File: config.mk
export PLATFORM = sky130hd
export DESIGN_NAME = led_scan_ctrl
export DESIGN_NICKNAME = d
export VERILOG_FILES = /design/src/rtl/led_matrix_pkg.sv /design/src/rtl/row_shift_reg.sv /design/src/rtl/led_scan_ctrl.sv
export SDC_FILE = /design/constraint.sdc
export NUM_CORES = 1
export LEC_CHECK = 0
export ABC_AREA = 1
export BUFFER_PORTS_ARGS = -buffer_cell sky130_fd_sc_hd__buf_4
export CAP_MARGIN = 5
export CORE_MARGIN = 2
export CORE_UTILIZATION = 35
export DETAILED_ROUTE_END_ITERATION = 10
export PLACE_DENSITY = 0.59
export SETUP_SLACK_MARGIN = 0.2
export SLEW_MARGIN = 10
export SYNTH_ARGS = -nofsm -noshare
export SYNTH_HDL_FRONTEND = slang
export SYNTH_HIERARCHICAL = 1
export SYNTH_SLANG_ARGS = --single-unit
File: constraint.sdc
create_clock -name clk -period 1.75 [get_ports clk]
set_clock_uncertainty 0.15 [all_clocks]
set_input_delay 0.0875 -clock clk [delete_from_list [all_inputs] [get_ports clk]]
set_output_delay 0.0875 -clock clk [all_outputs]
set_load 0.03 [all_outputs]
File: src/rtl/led_matrix_pkg.sv
// Shared LED matrix types and defaults for the scan driver, frame source and RAM.
package led_matrix_pkg;

    localparam int DEF_ROW_W    = 32;
    localparam int DEF_NUM_ROWS = 16;

    typedef enum logic [1:0] {
        SHIFT = 2'd0,
        BLANK = 2'd1,
        LATCH = 2'd2
    } scan_state_e;

    function automatic int idx_w(input int n);
        return (n > 1) ? $clog2(n) : 1;
    endfunction

endpackage

File: src/rtl/row_shift_reg.sv
// Serial-to-parallel row assembler; LSB_FIRST picks which end the first bit lands in.
module row_shift_reg #(
    parameter int ROW_W     = 32,
    parameter bit LSB_FIRST = 1'b1
) (
    input  logic             clk,
    input  logic             rst,
    input  logic             shift_en,
    input  logic             bit_i,
    output logic [ROW_W-1:0] data_o
);

    logic [ROW_W-1:0] data_q;
    logic [ROW_W-1:0] data_d;

    always_comb begin
        data_d = data_q;
        if (shift_en) begin
            if (LSB_FIRST) begin
                data_d = {bit_i, data_q[ROW_W-1:1]};
            end else begin
                data_d = {data_q[ROW_W-2:0], bit_i};
            end
        end
    end

    always_ff @(posedge clk) begin
        if (rst) begin
            data_q <= '0;
        end else begin
            data_q <= data_d;
        end
    end

    assign data_o = data_q;

endmodule

File: src/rtl/led_scan_ctrl.sv
// Row scan driver: shift, blank, latch, advance one-hot row select.
// Optional PWM dimming on oe_o when LED_SCAN_PWM_EN is defined.
module led_scan_ctrl
    import led_matrix_pkg::*;
#(
    parameter int ROW_W     = DEF_ROW_W,
    parameter int NUM_ROWS  = DEF_NUM_ROWS,
    parameter bit LSB_FIRST = 1'b1,
    parameter int BLANK_CYC = 2,
`ifdef LED_SCAN_PWM_EN
    parameter int BRT_W     = 4,
`endif
    localparam int IDX_W    = idx_w(NUM_ROWS)
) (
    input  logic                clk,
    input  logic                rst,
`ifdef LED_SCAN_PWM_EN
    input  logic [BRT_W-1:0]    brightness_i,
`endif
    input  logic                serial_valid_i,
    input  logic                serial_i,
    output logic                serial_ready_o,
    output logic [ROW_W-1:0]    row_o,
    output logic [NUM_ROWS-1:0] row_sel_o,
    output logic [IDX_W-1:0]    row_idx_o,
    output logic                oe_o,
    output logic                frame_done_o
);

    localparam int CNT_W = idx_w(ROW_W);
    localparam int BLK_W = idx_w(BLANK_CYC);

    scan_state_e         state_q, state_d;
    logic [CNT_W-1:0]    bit_cnt_q, bit_cnt_d;
    logic [BLK_W-1:0]    blk_cnt_q, blk_cnt_d;
    logic [ROW_W-1:0]    row_q, row_d;
    logic [NUM_ROWS-1:0] sel_q, sel_d;
    logic [IDX_W-1:0]    idx_q, idx_d;
    logic [IDX_W-1:0]    nxt_q, nxt_d;
    logic                oe_q, oe_d;
    logic                fd_q, fd_d;
    logic                shift_en;
    logic [ROW_W-1:0]    sh_data;

    row_shift_reg #(
        .ROW_W    (ROW_W),
        .LSB_FIRST(LSB_FIRST)
    ) u_shift (
        .clk     (clk),
        .rst     (rst),
        .shift_en(shift_en),
        .bit_i   (serial_i),
        .data_o  (sh_data)
    );

    always_comb begin
        state_d   = state_q;
        bit_cnt_d = bit_cnt_q;
        blk_cnt_d = blk_cnt_q;
        row_d     = row_q;
        sel_d     = sel_q;
        idx_d     = idx_q;
        nxt_d     = nxt_q;
        oe_d      = oe_q;
        fd_d      = fd_q;
        shift_en  = 1'b0;
        unique case (state_q)
            SHIFT: begin
                if (serial_valid_i) begin
                    shift_en = 1'b1;
                    if (bit_cnt_q == CNT_W'(ROW_W - 1)) begin
                        bit_cnt_d = '0;
                        blk_cnt_d = '0;
                        state_d   = BLANK;
                        oe_d      = 1'b0;
                    end else begin
                        bit_cnt_d = bit_cnt_q + CNT_W'(1);
                    end
                end
            end
            BLANK: begin
                if (blk_cnt_q == BLK_W'(BLANK_CYC - 1)) begin
                    state_d = LATCH;
                    row_d   = sh_data;
                    idx_d   = nxt_q;
                    sel_d   = NUM_ROWS'(1) << nxt_q;
                    fd_d    = (nxt_q == IDX_W'(NUM_ROWS - 1));
                    nxt_d   = fd_d ? '0 : nxt_q + IDX_W'(1);
                end else begin
                    blk_cnt_d = blk_cnt_q + BLK_W'(1);
                end
            end
            LATCH: begin
                state_d = SHIFT;
                oe_d    = 1'b1;
                fd_d    = 1'b0;
            end
            default: state_d = SHIFT;
        endcase
    end

    always_ff @(posedge clk) begin
        if (rst) begin
            state_q   <= SHIFT;
            bit_cnt_q <= '0;
            blk_cnt_q <= '0;
            row_q     <= '0;
            sel_q     <= '0;
            idx_q     <= '0;
            nxt_q     <= '0;
            oe_q      <= 1'b0;
            fd_q      <= 1'b0;
        end else begin
            state_q   <= state_d;
            bit_cnt_q <= bit_cnt_d;
            blk_cnt_q <= blk_cnt_d;
            row_q     <= row_d;
            sel_q     <= sel_d;
            idx_q     <= idx_d;
            nxt_q     <= nxt_d;
            oe_q      <= oe_d;
            fd_q      <= fd_d;
        end
    end

`ifdef LED_SCAN_PWM_EN
    logic [BRT_W-1:0] pwm_cnt_q, pwm_cnt_d;

    always_comb pwm_cnt_d = pwm_cnt_q + BRT_W'(1);

    always_ff @(posedge clk) begin
        if (rst) begin
            pwm_cnt_q <= '0;
        end else begin
            pwm_cnt_q <= pwm_cnt_d;
        end
    end

    assign oe_o = oe_q & (pwm_cnt_q < brightness_i);
`else
    assign oe_o = oe_q;
`endif

    assign serial_ready_o = (state_q == SHIFT);
    assign row_o          = row_q;
    assign row_sel_o      = sel_q;
    assign row_idx_o      = idx_q;
    assign frame_done_o   = fd_q;

endmodule

### Word-level counts from Yosys, hierarchy flattened

Cells that the tools add are included.

| word-level totals | value |
|---|---|
| bits in registers | 98 |
| bits of input ports | 4 |
| logic and storage cells | 46 |

| operators by class | value |
|---|---|
| add/sub/neg operators | 3 |
| eq/ne operators | 7 |
| shift operators | 1 |
| muxes and demuxes | 15 |
| reduce and logical (&&, ||, !) cells | 10 |

Operators by type and width:

| kind | count |
|---|---|
| $shl A1 B4 Y16 const A | 1 |
| $reduce_and A3 Y1 | 3 |
| $mux W1 | 6 |
| $mux W2 | 3 |
| $pmux W1 S2 | 3 |
| $reduce_and A2 Y1 | 3 |
| $reduce_bool A2 Y1 | 3 |
| $add A5 B1 Y5 const B | 1 |
| $eq A5 B5 Y1 const B | 1 |
| $mux W5 | 1 |
| $add A4 B1 Y4 const B | 1 |
| $eq A4 B4 Y1 const B | 1 |
| $mux W4 | 1 |
| $ne A2 B2 Y1 const B | 2 |
| $pmux W2 S2 | 1 |
| $eq A2 B1 Y1 const B | 1 |
| $eq A2 B2 Y1 const B | 1 |
| $logic_not A2 Y1 | 1 |
| $ne A2 B1 Y1 const B | 1 |
| $add A1 B1 Y1 const B | 1 |

### Depth between registers and ports, before layout

Gate-level depths: netlist (run 1).

| depth | value |
|---|---|
| depth after elaboration | 4 |
| gate-level depth with buffers | 9 |

### Modules after synthesis

Netlist (run 1), hierarchy kept.

Modules (own cells, without submodules):

| module | times used | cells an instance | area each (sq um) |
|---|---|---|---|
| led_scan_ctrl | 1 | 333 | 2585.0 |
| row_shift_reg | 1 | 203 | 1625.3 |

### Worst setup path after synthesis (run 1)

Ideal clock, no wire load.

| path | value |
|---|---|
| kind | reg2reg |
| from | register state_q[1] |
| to | register u_shift.data_q[11], in the netlist u_shift/data_o[11] |
| library setup time | 114 ps |
| arrival | 1679 ps |
| path slack | -193 ps |
| stages on the path, launching flop included | 9 |
| buffers on the path | 2 |
| clock period less this slack | 1943 ps |
| path through | dfxtp_1 nor2_1 nand2_1 inv_1 buf_6 buf_12 nand2_2 nand2_2 nor2_2 |

| on the way | value |
|---|---|
| cells in the longest elaborated chain, start to end | 2 |

Ends and longest elaborated chain:

| item | RTL line | text |
|---|---|---|
| from (decl) | led_scan_ctrl.sv:33 | `scan_state_e state_q, state_d;` |
| from (signal assigned) | led_scan_ctrl.sv:114 | `state_q <= state_d;` |
| $logic_not A2 Y1 | -- |  |
| net serial_ready_o | led_scan_ctrl.sv:22 | `output logic serial_ready_o,` |
| $mux W1 | led_scan_ctrl.sv:67 | `unique case (state_q)` |
| net shift_en | led_scan_ctrl.sv:42 | `logic shift_en;` |
| to (signal assigned) | row_shift_reg.sv:31 | `data_q <= data_d;` |
| to (decl) | row_shift_reg.sv:13 | `logic [ROW_W-1:0] data_q;` |

The timed path passes the listed nets, and every way through them passes these cells.
A chain may end at the register's enable or synchronous reset.

==> results.md, run 1 <==
- Status: complete, no violations
- Syn Std Cell Area: 0.00421 sq mm
- Clk root buf: clkbuf_16
- ANT nets after route: 0
- Core ar.: 0.0119 sq mm
- Multiplexer area fraction after synthesis: 0%
- Largest family of logic cells by synthesized area: simple AND/OR/NAND/NOR gates
- CP max stage cell: dlygate4sd3_1
- Worst setup margin: 256 ps
- Ys Warns: 6
- GP Congestion: 0.781
- Unique cell type count in the Yosys netlist: 23
- CTS buffer count: 9
- Post-synthesis adder-cell area fraction: 2.67%
- Worst hold path type: flop to flop
- Worst-Margin Slew: approximately 380 ps
- Fillers: ~1,200
- Critical Path Sink Type: flop
- Synth Area in Compound Gates: between 8 and 9%
- Area of the multi-input gates: around 0.0018 sq mm
- H-tree lvl count: 3
- FP Rows: 40
- Initial drt markers: 212
- XOR/XNOR share of the synthesized area: 0%
- Largest net degree at the start of global routing: 39
- GRT Total Usage: 13.3%
- Layout cells sized above 1: 32.4%
- Final Critical Period: roughly 1500 ps
- Worst-Skew Late Latency: 350 ps
- Max incr delay on CP: 520 ps
- RSZ-0062 raised after global routing: true
- Tcrit/Tclk final: between 80 and 90%
- CTS tree: yes
- Clock transition at the registers of the reported paths: 60 ps
- Vias: 3,328
- CP cell instances: dlygate4sd3_1 -> buf_4 -> buf_4 -> o21bai_1 -> inv_1 -> nand2_1 -> nor2_1
- Storage cell area: 0.00197 sq mm
- Critical path arrival: 1590 ps
- Startpoint Class: primary input
- Sequential share of the synthesized area: between 40% and 50%
- CP required: 1840 ps
- Vias in the first global route: 3,104
- PortBufs: 58
- IO Count: 59
- Detailed Routing Iterations Pass 1: 5
- Initial Util: about 35%
- DRC Markers: 0
- Mean number of vias per cell: 4.49
- Maximum clock frequency: 669 MHz
- Drt total wl: about 8300 um
- Initial antenna violation count: 0
- PD cells: 916 mW/mm^2
- Worst Setup Slack post-DPL: approximately 190 ps
- First-pass GRT wire length: 14,000 um
- Gr ovfl total: 0
- Setup tns final: 0 ps
- Hold WS: about 310 ps
- Syn Nets: between 500 and 600
- P_leak: 2.10 nW
- Antenna Cells: 0
- #FFs+latches synth: 98
- Final hold violations: 0
- Worst Path Class, Setup: primary input to flop
- CP dominant cell by count: buf_4
- Die area: 0.0129 sq mm
- Synth Area in Simple Gates: 31.1%
- Routed len/inst: 11.2 um
- Layout area overhead: 21.1%
- CP Buf/Inv Count: 4
- CTS max path bufs: 2
- DP Wirelength: between 5000 and 6000 um
- Crit path max-delay family: buffers and inverters
- VDD IR-drop max: roughly 510 uV
- Maxcap violations: 0
- Setup violators final: 0
- Synthesized area per cell: 7.86 sq um
- Vert. Die Dim: 114 um
- Max Fanout on Critical Path: 30
- Slew Limit Fails: 0
- Synth Instances: 536
- Fin nets: 603
- Die width: 114 um
- Slew HR: between 70% and 80%
- Clock sink total: 98
## cells by family (layout without fill, tap and decap cells)
logic type               count (synthesis)  in the layout
AO/OA/AOI/OAI                           69             69
adder cells (fa/ha/maj)                  9              9
buffers and inverters                   81            140
flip-flops                              98             98
AND/OR/NAND/NOR                        279            279
## state kept, by name (all words and copies together) (netlist names)
signal,count
bit_cnt_q,5
row_sel_o,16
row_idx_o,4
oe_o,1
frame_done_o,1
row_o,32
nxt_q,4
u_shift/data_o,32
blk_cnt_q,1
state_q,2
## cells in the final DEF (no fill, tap or decap)
cell type	netlist	final
dlygate4sd3_1	0	3
a22oi_1	1	1
clkbuf_1	7	1
ha_2	0	2
bufinv_16	0	1
dfxtp_1	98	94
clkbuf_16	0	9
inv_1	49	48
o21ai_1	0	4
nor2_1	50	48
clkbuf_8	3	3
o21ai_0	13	9
buf_4	4	63
nand3_1	16	15
ha_1	9	6
clkinv_4	0	1
nor2_4	1	4
buf_6	5	2
nand3_2	0	1
inv_2	3	4
nor3_1	3	3
dfxtp_2	0	3
clkinvlp_4	0	1
o21bai_1	1	1
dfxtp_4	0	1
nand2_2	56	58
nand2_4	1	2
nor2_2	34	33
buf_12	3	4
a21oi_1	54	54
ha_4	0	1
nand2_1	118	115
## what timing repair did
item	CTS	global route
setup endpoints to repair	8	32
resized for setup	2	20
hold endpoints to repair	24	0
setup buffers	0	0
hold buffers	3	0
pin swaps	0	4
## tightest hold or removal path, stage by stage, from the launching register on
cell	delay (ps)
dfxtp_1	310
nand2_1	60
a21oi_1	60
## cells in the mapped netlist
cell | count | area [sq um]
buf_12 | 3 | 60.1
o21bai_1 | 1 | 7.51
nand3_1 | 16 | 80.1
nor2_1 | 50 | 188
nor2_4 | 1 | 11.3
buf_6 | 5 | 56.3
clkbuf_8 | 3 | 41.3
o21ai_0 | 13 | 65.1
nand2_1 | 118 | 443
a22oi_1 | 1 | 7.51
nor2_2 | 34 | 213
a21oi_1 | 54 | 270
nand2_2 | 56 | 350
buf_4 | 4 | 30.0
nand2_4 | 1 | 11.3
inv_1 | 49 | 184
buf_8 | 3 | 45.0
dfxtp_1 | 98 | 1960
ha_1 | 9 | 113
clkbuf_1 | 7 | 26.3
inv_2 | 3 | 11.3
buf_2 | 4 | 20.0
nor3_1 | 3 | 15.0
## per-layer routing
layer	global-route usage, %	routed length, um	up-vias	part of all wire (%)
met5	0	0	-	0
met2	21.6	3750	48	45
met3	2.92	330	14	4.0
li1	-	-	1749	-
met1	17.0	4030	1517	49
met4	6.18	177	0	2.1
## where the power goes
part / total, mW / switching, mW / internal [mW]
Sequential: 2.33 / 0.0430 / 2.28
Clock: 2.05 / 0.826 / 1.23
Combinational: 0.290 / 0.179 / 0.111
## final timing paths
kind,from,endpoint,slack [ps],cells past startpoint
setup / recovery,rst,bit_cnt_q[3]$_SDFFE_PP0P_,260,7
hold / removal,row_o[21]$_SDFFE_PP0P_,row_o[21]$_SDFFE_PP0P_,310,2
setup reg to reg,bit_cnt_q[1]$_SDFFE_PP0P_,bit_cnt_q[3]$_SDFFE_PP0P_,260,9
hold reg to reg,row_o[21]$_SDFFE_PP0P_,row_o[21]$_SDFFE_PP0P_,310,2
## layout make-up
cell class	instances	share of cell area [%]
flip-flops and latches	98	38.6
repair buffers	72	11.9
well taps	147	3.61
clock buffers	13	5.30
clock inverters	3	0.908
multi-input cells	357	35.9
inverters	52	3.83
## per-stage QoR
step	power (mW)	cell area [sq um]	util (%)	instances
3_5_place_dp	2.66	4690	39.6	723
4_1_cts	4.73	5040	42.5	742
3_3_place_gp	2.65	4690	39.6	723
5_1_grt	4.86	5100	43.0	742
2_1_floorplan	2.63	4220	-	536
6_report	4.67	5100	43.0	742
Note: power is estimated with default switching activity, not from simulation.
==> run 2, diff against run 1 <==
==> constraint.sdc (replaced) <==
create_clock -name clk -period 1.5 [get_ports clk]
set_clock_uncertainty 0.15 [all_clocks]
set_input_delay 0.075 -clock clk [delete_from_list [all_inputs] [get_ports clk]]
set_output_delay 0.075 -clock clk [all_outputs]
set_load 0.03 [all_outputs]
==> results.md, run 2 (synthesis gave the netlist of run 1 again) <==
- Hold WS: -27.8 ps (-342 ps)
- Gr ovfl total: 0 (unchanged)
- CP endpoint: row_sel_o[13]$_SDFFE_PP0P_
- Commonest non-fill, non-tap cell in the layout: dfxtp_1
- GP Congestion: 0.772 (-1.2%)
- DRC Markers: 0 (unchanged)
- Total Power: 5.37 mW (+15%)
- P_leak: 2.75 nW (+31%)
- Layout cells sized above 1: 48.9% (+17 points)
- Drt total wl: 10,100 um (+22%)
- CP required: 1610 ps (-230 ps)
- Switching power: 1.22 mW (+17%)
- Antenna Cells: 0 (unchanged)
- Maxcap violations: 0 (unchanged)
- Reg power frac: 50.9% (+1.1 points)
- VDD IR-drop max: 487 uV (-4.2%)
- Critical Path Sink Type: flop
- Worst-Margin Slew: 751 ps (+368 ps)
- Fillers: 1,092 (-7.5%)
- Fin nets: 628 (+4.1%)
- Hold Buf Count CTS: 3 (unchanged)
- CTS max path bufs: 2 (unchanged)
- CTS tree: yes
- Clk root buf: clkbuf_16
- H-tree lvl count: 3 (unchanged)
- Reg-to-Reg End: row_sel_o[13]$_SDFFE_PP0P_
- Cell count of the worst reg-to-reg path: 8 (-1)
- ANT nets after route: 0 (unchanged)
- Vias: 3,515 (+5.6%)
- Placed Cells: 725 (+0.28%)
- Vert. Die Dim: 114 um (unchanged)
- Worst hold path type: primary input to flop
- Most frequent cells in the layout: 92 x dfxtp_1, 77 x nand2_1, 66 x nand2_2, 66 x buf_4, 47 x inv_1
- Clock transition at the registers of the reported paths: 60 ps (about the same)
- Critical path arrival: 1540 ps (-50 ps)
- Maximum clock frequency: approximately 700 MHz
- Hold Crit Start: serial_valid_i
- Internal power: 4.15 mW (+14%)
- Final Critical Period: 1430 ps
- Setup violators final: 0 (unchanged)
- Final hold violations: 2 (+2)
- Clk pwr share: 41.8% (-2.2 points)
- Core ar.: 0.0119 sq mm (unchanged)
- Slew HR: 49.8% (-25 points)
- Tcrit/Tclk final: 95.1%
- Slew Limit Fails: 0 (unchanged)
- PortBufs: 58 (unchanged)
- GRT Total Usage: 15.2% (+1.8 points)
- RSZ-0062 raised after global routing: true
- Setup tns final: 0 ps (unchanged)
- Max Fanout on Critical Path: 6 (-80%)
- Initial drt markers: 135 (-36%)
- Routed len/inst: 13.2 um (+18%)
- Clock sink total: 98 (unchanged)
- Worst Path Class, Setup: flop to flop
- CTS buffer count: 9 (unchanged)
- Worst-Skew Late Latency: 330 ps (-20 ps)
- Combinational Power Share: 7.3% (+1.1 points)
- Mean number of vias per cell: 4.59 (+2.3%)
- Status: complete, but fails checks
- Layout area overhead: 42.6%
- FP Rows: 40 (unchanged)
- Startpoint Class: flop
- Vias in the first global route: 3,268 (+5.3%)
- Largest net degree at the start of global routing: 36 (-7.7%)
- DP Wirelength: 5680 um (-0.60%)
- Die area: 0.0129 sq mm (unchanged)
- Final core occ: 50.6% (+7.6 points)
- Non-filler cells, final: 766 (+3.2%)
- Crit path from: state_q[0]$_SDFFE_PP0P_
- Initial antenna violation count: 0 (unchanged)
- R2r startpoint: state_q[0]$_SDFFE_PP0P_
- PD cells: 894 mW/mm^2 (-2.4%)
- Detailed Routing Iterations Pass 1: 5 (unchanged)
- First-pass GRT wire length: 15,700 um (+12%)
- IO Count: 59 (unchanged)
- Failing checks: hold timing
- Flop-to-flop setup slack: 70 ps (-180 ps)
- Initial Util: 35.5% (unchanged)
- Die width: 114 um (unchanged)
- Switching portion of total power: 22.8% (+0.32 points)
run 2: cell types whose count changed in the layout (fill, tap and decap cells not counted), moves of 8 or more:
cell and delta:
nand2_4 +30, a21oi_1 -36, a21oi_2 +36, nand2_1 -38, nand2_2 +8
run 2: layer usage:
layer / global-route usage (%) / vias to the layer above / part of all wire (%)
met4: 4.88 / 0 / 2.6
met3: 3.13 / 16 / 3.4
met5: 0 / - / 0
met1: 20.1 / 1640 / 46
met2: 24.9 / 56 / 48
li1: - / 1803 / -
run 2: repair_timing:
action	4_1_cts	5_1_grt
cloned	7	3
setup endpoints to repair	94	98
setup buffers	11	2
hold endpoints to repair	17	2
pin swaps	13	35
gates resized for setup	35	125
run 2: how the worst min path moves through the flow:
| stage | slack (ps) | endpoint | cells after the start |
|---|---|---|---|
| 2_1_floorplan | 90 | u_shift/data_o[29]$_SDFFE_PP0P_ | 3 |
| 6_report | -30 | blk_cnt_q$_SDFFE_PP0P_ | 4 |
| 5_1_grt | -3 | blk_cnt_q$_SDFFE_PP0P_ | 4 |
| 3_3_place_gp | 230 | u_shift/data_o[31]$_SDFFE_PP0P_ | 5 |
| 4_1_cts | -30 | blk_cnt_q$_SDFFE_PP0P_ | 4 |
| 3_5_place_dp | 230 | u_shift/data_o[31]$_SDFFE_PP0P_ | 5 |
run 2: cell type report:
type | instances | area, sq um | area share [%]
timing repair buffer | 97 | 1090 | 18.1
sequential | 98 | 1980 | 32.9
multi-input combinational | 357 | 2260 | 37.6
clock inverter | 3 | 40.0 | 0.667
clock buffer | 12 | 246 | 4.11
inverter | 52 | 210 | 3.50
tap | 147 | 184 | 3.06
run 2: per-stage QoR:
step	area (sq um)	setup WS, ps
floorplan	4260	34.7
global placement	4750	55.3
detailed placement	4750	34.7
CTS	5450	82.6
global route	6000	8.90
finish	6000	73.3
run 2: worst max-delay path: stages (launching register included):
cell and delay [ps]:
dfxtp_4 380, inv_4 40, nor2_4 100, nand2_4 100
inv_8 100, buf_6 120, clkbuf_16 170, nand2_4 50
a21oi_2 130
run 2: power by group through the flow:
| stage | combinational (mW) | sequential, mW | clock (mW) |
|---|---|---|---|
| after global routing | 0.438 | 2.74 | 2.42 |
| final | 0.393 | 2.73 | 2.24 |
| after global placement | 0.329 | 2.77 | 0 |
| after detailed placement | 0.339 | 2.77 | 0 |
| after floorplan | 0.309 | 2.76 | 0 |
| after CTS | 0.372 | 2.71 | 2.29 |
==> run 3, diff against run 2 <==
--- a/config.mk
+++ b/config.mk
@@ -11,7 +11,7 @@
 export CORE_MARGIN = 2
 export CORE_UTILIZATION = 35
 export DETAILED_ROUTE_END_ITERATION = 10
-export PLACE_DENSITY = 0.59
+export PLACE_DENSITY = 0.58
 export SETUP_SLACK_MARGIN = 0.2
 export SLEW_MARGIN = 10
 export SYNTH_ARGS = -nofsm -noshare
==> results.md, run 3 (synthesis gave the netlist of run 1 again) <==
- Status: complete, but fails checks
- Failing checks: hold timing
- Final Critical Period: 1470 ps (+41.2 ps)
- DP Wirelength: 5550 um (-2.2%)
- PortBufs: 58 (unchanged)
- Switching power: 1.35 mW (+11%)
- Commonest non-fill, non-tap cell in the layout: dfxtp_1
- CTS buffer count: 9 (unchanged)
- Drt total wl: 11,300 um (+12%)
- GRT Total Usage: 15.3% (+0.098 points)
- CP Buf/Inv Count: 1 (-3)
- CP cell instances: ha_4 -> nand2_4 -> nor2_4 -> buf_4 -> ha_4 -> nand3_1 -> a21oi_1 -> nor2_1
- Worst hold path type: primary input to flop
- Clk pwr share: 41.6% (-0.2 points)
- IO Count: 59 (unchanged)
- Maximum clock frequency: 681 MHz (-2.8%)
- Placed Cells: 723 (-0.28%)
- First-pass GRT wire length: 15,700 um (-0.13%)
- CTS max path bufs: 2 (unchanged)
- CP dominant cell by count: ha_4
- Worst Path Class, Setup: flop to flop
- Clk root buf: clkbuf_16
- Vias in the first global route: 3,339 (+2.2%)
- ANT nets after route: 0 (unchanged)
- Fin nets: 645 (+2.7%)
- Layout cells sized above 1: 54.9% (+5.9 points)
- Total Power: 5.71 mW (+6.3%)
- Routed len/inst: 14.4 um (+9.3%)
- Tcrit/Tclk final: 97.9% (+2.7 points)
- FP Rows: 40 (unchanged)
- Critical path arrival: 1560 ps (+20 ps)
- Maxcap violations: 0 (unchanged)
- Setup violators final: 0 (unchanged)
- Initial Util: 35.5% (unchanged)
- CP required: 1590 ps (-20 ps)
- Initial antenna violation count: 0 (unchanged)
- Fillers: 990 (-9.3%)
- Die width: 114 um (unchanged)
- Most frequent cells in the layout: 92 x dfxtp_1, 67 x buf_4, 66 x nand2_1, 58 x nand2_2, 51 x nand2_4
- Vias: 3,675 (+4.6%)
- Non-filler cells, final: 783 (+2.2%)
- PD cells: 856 mW/mm^2 (-4.2%)
- Worst-Margin Slew: 736 ps (-14.8 ps)
- Worst-Skew Late Latency: 340 ps (about the same)
- Slew Limit Fails: 0 (unchanged)
- Largest net degree at the start of global routing: 38 (+5.6%)
- Initial drt markers: 118 (-13%)
- Clock transition at the registers of the reported paths: 60 ps (about the same)
- Combinational Power Share: 10.3% (+3.0 points)
- Startpoint Class: flop
- Reg power frac: 48.1% (-2.8 points)
- Vert. Die Dim: 114 um (unchanged)
- Internal power: 4.35 mW (+5.0%)
- Core ar.: 0.0119 sq mm (unchanged)
- Worst Setup Slack post-DPL: 17.3 ps (-17.4 ps)
- GP Congestion: 0.749 (-3.0%)
- Max Fanout on Critical Path: 4 (-2)
- Switching portion of total power: 23.7% (+0.97 points)
- DRC Markers: 0 (unchanged)
- Layout area overhead: 58.3%
- Detailed Routing Iterations Pass 1: 4 (-1)
- Final core occ: 56.2% (+5.6 points)
- CTS tree: yes
- Crit path max-delay family: flip-flops
- Hold WS: -37.1 ps (-9.34 ps)
- Critical Path Sink Type: flop
- RSZ-0062 raised after global routing: true
- CP max stage cell: dfxtp_2
- H-tree lvl count: 3 (unchanged)
- Hold Buf Count CTS: 2 (-1)
- P_leak: 2.80 nW (+1.7%)
- Mean number of vias per cell: 4.69 (+2.3%)
- Antenna Cells: 0 (unchanged)
- Slew HR: 50.8% (+0.99 points)
- Final hold violations: 2 (unchanged)
- Gr ovfl total: 0 (unchanged)
- Max incr delay on CP: 350 ps (-30 ps)
- Die area: 0.0129 sq mm (unchanged)
- VDD IR-drop max: 489 uV (+0.38%)
- Clock sink total: 98 (unchanged)
- Worst setup margin: 32.1 ps (-41.2 ps)
[run 3: cell type report]
type | instances | area (sq um) | area share, %
Multi-Input combinational cell | 357 | 2540 | 38.1
Sequential cell | 98 | 1970 | 29.6
Timing Repair Buffer | 113 | 1440 | 21.5
Clock buffer | 13 | 270 | 4.06
Inverter | 52 | 218 | 3.27
Tap cell | 147 | 184 | 2.76
Clock inverter | 2 | 35.0 | 0.526
Timing Repair inverter | 1 | 11.3 | 0.169
[run 3: worst paths after layout]
| path | to | start | slack, ps | depth (start not counted) |
|---|---|---|---|---|
| setup / recovery | blk_cnt_q$_SDFFE_PP0P_ | bit_cnt_q[1]$_SDFFE_PP0P_ | 30 | 8 |
| hold / removal | oe_o$_SDFFE_PP0P_ | serial_valid_i | -40 | 4 |
| hold reg to reg | row_o[6]$_SDFFE_PP0P_ | row_o[6]$_SDFFE_PP0P_ | 310 | 2 |
| setup reg to reg | blk_cnt_q$_SDFFE_PP0P_ | bit_cnt_q[1]$_SDFFE_PP0P_ | 30 | 8 |
[run 3: per-stage QoR]
stage          TNS (ps)  area (sq um)
5_1_grt            -123          6660
3_5_place_dp          0          4750
3_3_place_gp          0          4750
6_report              0          6660
4_1_cts               0          5530
2_1_floorplan         0          4260
[run 3: routing by layer]
layer,vias up,global-route usage (%),part of all wire [%]
li1,1847,-,-
met1,1751,19.1,43
met2,55,25.7,51
met3,22,3.35,3.1
met4,0,5.85,2.5
met5,-,0,0
[run 3: worst register-to-register path, cell delays in order, from the launching register on]
cell and delay [ps]:
dfxtp_2 350, ha_4 150, nand2_4 50, nor2_4 90
buf_4 120, ha_4 150, nand3_1 90, a21oi_1 140
nor2_1 50
[run 3: repair_timing]
| action | in CTS | in global routing |
|---|---|---|
| endpoints found under the setup margin | 95 | 97 |
| pin swaps | 9 | 75 |
| gates resized for setup | 36 | 211 |
| buffers inserted | 12 | 10 |
| cloned | 9 | 12 |
| hold endpoints to repair | 17 | 1 |
[run 3: power groups by stage]
stage	clock, mW	combinational (mW)	sequential (mW)
finish	2.38	0.587	2.74
global route	2.52	0.631	2.75
CTS	2.43	0.384	2.72
detailed placement	0	0.338	2.77
global placement	0	0.330	2.77
floorplan	0	0.309	2.76
